--- src/rtl/zigzag_reorder_if.sv ---
// Stream bundle for the zigzag reorder block: raster-order coefficients in,
// zigzag-ordered coefficients out, each side with its own valid/ready pair.
interface zigzag_reorder_if #(
  parameter int DATA_W = 12
);
  logic              in_valid;
  logic              in_ready;
  logic [DATA_W-1:0] in_data;
  logic              out_valid;
  logic              out_ready;
  logic [DATA_W-1:0] out_data;
  logic [5:0]        out_idx;
  logic              out_last;

  // Producer/consumer side that drives coefficients in and drains them out.
  modport master (
    output in_valid,
    output in_data,
    output out_ready,
    input  in_ready,
    input  out_valid,
    input  out_data,
    input  out_idx,
    input  out_last
  );

  // Reorder block side.
  modport slave (
    input  in_valid,
    input  in_data,
    input  out_ready,
    output in_ready,
    output out_valid,
    output out_data,
    output out_idx,
    output out_last
  );
endinterface

--- src/rtl/zigzag_reorder.sv ---
// Ping-pong 8x8 block buffer: writes 64 coefficients in raster order into one
// bank while the other bank drains in JPEG zigzag order. Coefficient data is
// opaque and passed through untouched; bank contents are never reset.
module zigzag_reorder #(
  parameter int DATA_W = 12
) (
  input  logic            clk,
  input  logic            rst,
  input  logic            restart,
  zigzag_reorder_if.slave s
);

  localparam logic [5:0] LAST_POS = 6'd63;

  // Zigzag position -> raster index (u*8+v), standard JPEG scan order.
  function automatic logic [5:0] zz_rom(input logic [5:0] pos);
    logic [5:0] r;
    r = 6'd0;
    case (pos)
      6'd0:  r = 6'd0;
      6'd1:  r = 6'd1;
      6'd2:  r = 6'd8;
      6'd3:  r = 6'd16;
      6'd4:  r = 6'd9;
      6'd5:  r = 6'd2;
      6'd6:  r = 6'd3;
      6'd7:  r = 6'd10;
      6'd8:  r = 6'd17;
      6'd9:  r = 6'd24;
      6'd10: r = 6'd32;
      6'd11: r = 6'd25;
      6'd12: r = 6'd18;
      6'd13: r = 6'd11;
      6'd14: r = 6'd4;
      6'd15: r = 6'd5;
      6'd16: r = 6'd12;
      6'd17: r = 6'd19;
      6'd18: r = 6'd26;
      6'd19: r = 6'd33;
      6'd20: r = 6'd40;
      6'd21: r = 6'd48;
      6'd22: r = 6'd41;
      6'd23: r = 6'd34;
      6'd24: r = 6'd27;
      6'd25: r = 6'd20;
      6'd26: r = 6'd13;
      6'd27: r = 6'd6;
      6'd28: r = 6'd7;
      6'd29: r = 6'd14;
      6'd30: r = 6'd21;
      6'd31: r = 6'd28;
      6'd32: r = 6'd35;
      6'd33: r = 6'd42;
      6'd34: r = 6'd49;
      6'd35: r = 6'd56;
      6'd36: r = 6'd57;
      6'd37: r = 6'd50;
      6'd38: r = 6'd43;
      6'd39: r = 6'd36;
      6'd40: r = 6'd29;
      6'd41: r = 6'd22;
      6'd42: r = 6'd15;
      6'd43: r = 6'd23;
      6'd44: r = 6'd30;
      6'd45: r = 6'd37;
      6'd46: r = 6'd44;
      6'd47: r = 6'd51;
      6'd48: r = 6'd58;
      6'd49: r = 6'd59;
      6'd50: r = 6'd52;
      6'd51: r = 6'd45;
      6'd52: r = 6'd38;
      6'd53: r = 6'd31;
      6'd54: r = 6'd39;
      6'd55: r = 6'd46;
      6'd56: r = 6'd53;
      6'd57: r = 6'd60;
      6'd58: r = 6'd61;
      6'd59: r = 6'd54;
      6'd60: r = 6'd47;
      6'd61: r = 6'd55;
      6'd62: r = 6'd62;
      6'd63: r = 6'd63;
    endcase
    return r;
  endfunction

  logic [1:0]        full_q, full_d;
  logic              wr_bank_q, wr_bank_d;
  logic              rd_bank_q, rd_bank_d;
  logic [5:0]        wr_cnt_q, wr_cnt_d;
  logic [5:0]        rd_cnt_q, rd_cnt_d;
  logic [DATA_W-1:0] bank0_q [64];
  logic [DATA_W-1:0] bank1_q [64];
  logic              wr_fire;
  logic              rd_fire;
  logic [5:0]        rd_idx;

  // Handshakes and read port, all combinational from registered state.
  always_comb begin
    s.in_ready  = ~full_q[wr_bank_q];
    s.out_valid = full_q[rd_bank_q];
    // restart discards this cycle's coefficient even if the handshake is up
    wr_fire     = s.in_valid & ~full_q[wr_bank_q] & ~restart;
    rd_fire     = full_q[rd_bank_q] & s.out_ready;
    rd_idx      = zz_rom(rd_cnt_q);
    s.out_idx   = rd_idx;
    s.out_data  = rd_bank_q ? bank1_q[rd_idx] : bank0_q[rd_idx];
    s.out_last  = full_q[rd_bank_q] & (rd_cnt_q == LAST_POS);
  end

  // Next-state for write/read counters, bank pointers and full flags.
  always_comb begin
    full_d    = full_q;
    wr_bank_d = wr_bank_q;
    rd_bank_d = rd_bank_q;
    wr_cnt_d  = wr_cnt_q;
    rd_cnt_d  = rd_cnt_q;

    if (restart) begin
      wr_cnt_d = 6'd0;
    end else if (wr_fire) begin
      wr_cnt_d = wr_cnt_q + 6'd1;
      if (wr_cnt_q == LAST_POS) begin
        full_d[wr_bank_q] = 1'b1;
        wr_bank_d         = ~wr_bank_q;
      end
    end

    // A completing read never targets the bank a completing write fills,
    // since a full bank refuses writes; both updates can apply together.
    if (rd_fire) begin
      rd_cnt_d = rd_cnt_q + 6'd1;
      if (rd_cnt_q == LAST_POS) begin
        full_d[rd_bank_q] = 1'b0;
        rd_bank_d         = ~rd_bank_q;
      end
    end
  end

  // Control state registers with synchronous active-low reset.
  always_ff @(posedge clk) begin
    if (!rst) begin
      full_q    <= 2'b00;
      wr_bank_q <= 1'b0;
      rd_bank_q <= 1'b0;
      wr_cnt_q  <= 6'd0;
      rd_cnt_q  <= 6'd0;
    end else begin
      full_q    <= full_d;
      wr_bank_q <= wr_bank_d;
      rd_bank_q <= rd_bank_d;
      wr_cnt_q  <= wr_cnt_d;
      rd_cnt_q  <= rd_cnt_d;
    end
  end

  // Coefficient storage: raster-order writes into the active write bank.
  always_ff @(posedge clk) begin
    if (rst && wr_fire) begin
      if (wr_bank_q) begin
        bank1_q[wr_cnt_q] <= s.in_data;
      end else begin
        bank0_q[wr_cnt_q] <= s.in_data;
      end
    end
  end

endmodule

--- src/flat_wrapper.sv ---
// flat-port wrapper written by rule: the top's interface ports become plain ports
module zigzag_reorder_flat 
#(
  parameter int DATA_W = 12
)
  (clk, rst, restart, s_in_valid, s_in_data, s_out_ready, s_in_ready, s_out_valid, s_out_data, s_out_idx, s_out_last);
  zigzag_reorder_if #(.DATA_W(DATA_W)) s_i ();
  input  logic clk;
  input  logic rst;
  input  logic restart;
  input wire logic [$bits(s_i.in_valid)-1:0] s_in_valid;
  input wire logic [$bits(s_i.in_data)-1:0] s_in_data;
  input wire logic [$bits(s_i.out_ready)-1:0] s_out_ready;
  output wire logic [$bits(s_i.in_ready)-1:0] s_in_ready;
  output wire logic [$bits(s_i.out_valid)-1:0] s_out_valid;
  output wire logic [$bits(s_i.out_data)-1:0] s_out_data;
  output wire logic [$bits(s_i.out_idx)-1:0] s_out_idx;
  output wire logic [$bits(s_i.out_last)-1:0] s_out_last;
  assign s_i.in_valid = s_in_valid;
  assign s_i.in_data = s_in_data;
  assign s_i.out_ready = s_out_ready;
  assign s_in_ready = s_i.in_ready;
  assign s_out_valid = s_i.out_valid;
  assign s_out_data = s_i.out_data;
  assign s_out_idx = s_i.out_idx;
  assign s_out_last = s_i.out_last;
  zigzag_reorder #(.DATA_W(DATA_W)) u_core (.clk(clk), .rst(rst), .restart(restart), .s(s_i));
endmodule
--- config.mk ---
export PLATFORM = sky130hd
export DESIGN_NAME = zigzag_reorder_flat
export DESIGN_NICKNAME = d
export VERILOG_FILES = /design/src/rtl/zigzag_reorder_if.sv /design/src/rtl/zigzag_reorder.sv /design/src/flat_wrapper.sv
export SDC_FILE = /design/constraint.sdc
export NUM_CORES = 1
export LEC_CHECK = 0
export CORE_MARGIN = 5
export CORE_UTILIZATION = 35
export DETAILED_ROUTE_END_ITERATION = 8
export PLACE_DENSITY = 0.53
export SLEW_MARGIN = 10
export SYNTH_ARGS = -nofsm -noshare
export SYNTH_HDL_FRONTEND = slang
export SYNTH_SLANG_ARGS = --single-unit
--- constraint.sdc ---
create_clock -name clk -period 3.4 [get_ports clk]
set_clock_uncertainty 0.05 [all_clocks]
set_input_delay 0.51 -clock clk [delete_from_list [all_inputs] [get_ports clk]]
set_output_delay 0.51 -clock clk [all_outputs]
set_load 0.02 [all_outputs]
==> impl_results.md <==
- IO buf count: 37
- Number of H-tree levels: 4
- CP max FO: 8
- Wire per inst: 29.1 µm
- Max cap viols: 0
- Die Y-Extent: 424 µm
- Peak supply drop: 0.548 mV
- Worst reg2reg setup slack: 0.39 ns
- DIE AREA: 180000 µm²
- Most frequently used flop master after synthesis: edfxtp_1
- Final Hold Fails: 0
- Failing checks: negative setup slack
- Worst setup path startpoint: u_core.s.out_idx[0]
- Post-detail-place hpwl: 100000 µm
- RR Startpoint: u_core.rd_bank_q
- Worst r2r dst: u_core.s.out_idx[4]
- CTS Buf Count: 161
- Mux contribution to synthesized area: 14.6%
- Most common library cell in the layout ignoring fill and taps: edfxtp_1
- Crit. path cell count: 12
- Core Region: 171000 µm²
- Critical-path cell list: buf_12 > buf_16 > buf_16 > buf_6 > mux4_2 > o22ai_4 > nor4_4 > buf_4 > o22ai_2 > buf_6 > nor2_4 > buf_12
- Flop pwr share: 54.6%
- Worst setup path category: reg -> out
- Core Util, Final: 43.5%
- First-pass GRT wire length: 235000 µm
- Worst-Margin Slew: 1.32 ns
- CTS Root Cell: clkbuf_16
- Clk pwr share: 44.1%
- Ant diodes: 0
- I/O pins: 38
- Post-synth top area share: 76.8%
- Synth warnings: 0
- Antenna viol nets, final: 0
- Vias: 31000
- WHS: 0.202 ns
- CTS tree: yes
- Critical hold path startpoint: s_in_data[5]
- Final setup viols: 12
- Pins over their slew limit: 0
- Synth-to-Final Area Change: 24.0%
- Fin cells: 5636
- Final wirelength: 164000 µm
- Total negative setup slack: -5.42 ns
- Worst Path Arrival: 3.36 ns
- Cell family with most CP delay: buffers and inverters
- Syn_nets: 2826
- Worst setup endpoint: s_out_data[0]
- Combinational share of power: 1.3%
- Fill count: 14400
- Yosys cell types: 69
- Fmax: 255 MHz
- TritonRoute pass-1 iters: 6
- EDFF count, synth: 1536
- Simple-gate share of the synthesized area: 2.93%
- Max stage delay on crit path: 0.39 ns
- Vias per std cell: 5.49
- R2r worst-path depth: 12
- Fin nets: 3314
- CP max-delay cell: nor4_4
- Clock buffer depth: 3
- Mean Syn Cell Area: 21.5 µm²
- DRC viols: 0
- Post-synthesis cell count: 2796
- Post-Synth XOR/XNOR Area: 0.190%
- Placed Cells: 5295
- Worst hold path type: in -> reg
- Chip width: 424 µm
- Buf+Inv Stages, Crit Path: 7
- Leak: 22.9 nW
- Adder-cell share of the synthesized area: 0.271%
- Vias in the first global route: 31600
- Internal power: 31.1 mW
- RSZ-0062 raised after global routing: true
- P_sw: 7.54 mW
- Minimum clock period: 3.92 ns
- Share of layout cells above drive strength 1: 38.7%
- Area contributors post-synth: edfxtp_1, mux4_2, o22ai_1
- Most frequent cells in the layout: edfxtp_1, mux4_2, buf_4, clkbuf_16, nor2_1
- Main combinational cell family by area after synthesis: multiplexers
- Worst slew margin: 12.1%
- Switch share: 19.5%
- Status: complete, but fails checks
- Asr flop ratio synth: 0%
- Synthesized area: 60000 µm²
- Worst-skew pair later-pin latency: 0.78 ns
- Setup WS post-layout: -0.522 ns
- Final period utilization: 115%
- Num rows: 152
- GRT overflow: 0
- Clk slew on worst S/H paths: 0.06 ns
- Total track usage: 18.1%
- Iter 0 DRT Violations: 3410
- Worst setup EP type: primary output
- Setup crit start kind: flop
- GPL Wtd Cong: 0.819
- Initial core utilization: 35.1%
- Initial antenna violation count: 0
- Register area share after synthesis: 77.6%
- Largest net degree at the start of global routing: 129
- Yosys top cell by area: edfxtp_1
- Critical Path RT: 2.84 ns
- Clk sinks: 1558
- Synth Area in Compound Gates: 3.02%
- Synthesized flop and latch total: 1558
- P per Cell Area: 519 nW/µm²
how the worst min path moves through the flow:
stage | endpoint | slack (ns) | cells past startpoint
finish | u_core.bank0_q[12][5] | 0.20 | 1
global route | u_core.bank0_q[12][5] | 0.19 | 1
CTS | u_core.bank0_q[12][5] | 0.17 | 1
detailed placement | u_core.full_q[1] | 0.53 | 2
global placement | u_core.full_q[1] | 0.51 | 2
floorplan | u_core.full_q[1] | 0.50 | 2
power groups by stage:
| stage | clock network (mW) | logic (mW) | registers, mW |
|---|---|---|---|
| after detailed placement | 0 | 0.512 | 21.5 |
| after global placement | 0 | 0.477 | 21.5 |
| after CTS | 17.4 | 0.522 | 21.1 |
| final | 17.0 | 0.511 | 21.1 |
| after floorplan | 0 | 0.0451 | 21.5 |
| after global routing | 18.2 | 0.545 | 21.1 |
cell families after synthesis:
family | count (synthesis)
AOI/OAI and AO/OA | 279
xor gates and xnor gates | 13
adders and majority gates | 13
buffers and inverters | 186
DFF | 1558
muxes | 394
and+or+nand+nor | 353
sequential cells by signal (all words and copies together) (netlist names):
register and cells:
u_core.bank0_q 768, u_core.bank1_q 768, u_core.full_q 2, u_core.rd_bank_q 1, u_core.rd_cnt_q 6, u_core.s.out_idx 6
u_core.wr_bank_q 1, u_core.wr_cnt_q 6
cell type report:
class | count | area, µm² | share of cell area [%]
Tap cell | 2233 | 2790 | 3.75
Multi-Input combinational cell | 1052 | 14500 | 19.5
Sequential cell | 1558 | 46600 | 62.6
Clock buffer | 206 | 4310 | 5.80
Timing Repair Buffer | 486 | 5370 | 7.21
Clock inverter | 76 | 728 | 0.978
Inverter | 25 | 98.8 | 0.133
Yosys cell counts, types with 3 or more instances:
cell type,instances
nand3b_1,11
nor3_1,12
and3_1,4
o22ai_1,218
nand2_1,43
mux2i_1,6
inv_1,19
o21ai_0,10
a211oi_1,3
buf_1,19
a21oi_1,12
nand2b_1,4
nor4_1,51
ha_1,13
nand4_1,10
xnor2_1,6
o21ai_1,3
buf_6,3
buf_4,11
xor2_1,7
nand3_1,20
nor2b_1,4
or3b_2,4
a31o_2,3
inv_2,5
buf_2,55
and2_1,6
or3_1,6
edfxtp_1,1536
clkbuf_1,73
nor2_1,160
mux4_2,384
dfxtp_1,22
stage by stage:
step                instance area (µm²)  worst slack [ns]  total power [mW]
floorplan                         60000             0.611              21.5
global placement                  66300            -0.314              22.0
detailed placement                66300            -0.323              22.0
CTS                               74000            -0.620              39.0
global route                      74400            -0.595              39.9
finish                            74400            -0.522              38.6
per-layer routing:
layer / share of wire (%) / vias up / GRT usage [%]
met2: 49 / 1124 / 29.5
met1: 42 / 16700 / 25.6
met4: 2.5 / 0 / 4.63
met3: 6.3 / 218 / 3.10
li1: - / 12900 / -
met5: 0 / - / 0
what timing repair did:
item | 4_1_cts | 5_1_grt
pin swaps | 36 | 33
buffers inserted | 42 | 10
hold endpoints to repair | 0 | 0
cloned | 16 | 2
hold buffers | 0 | 0
gates resized for setup | 313 | 69
setup endpoints to repair | 13 | 13
Power figures use the tool's default switching activity.
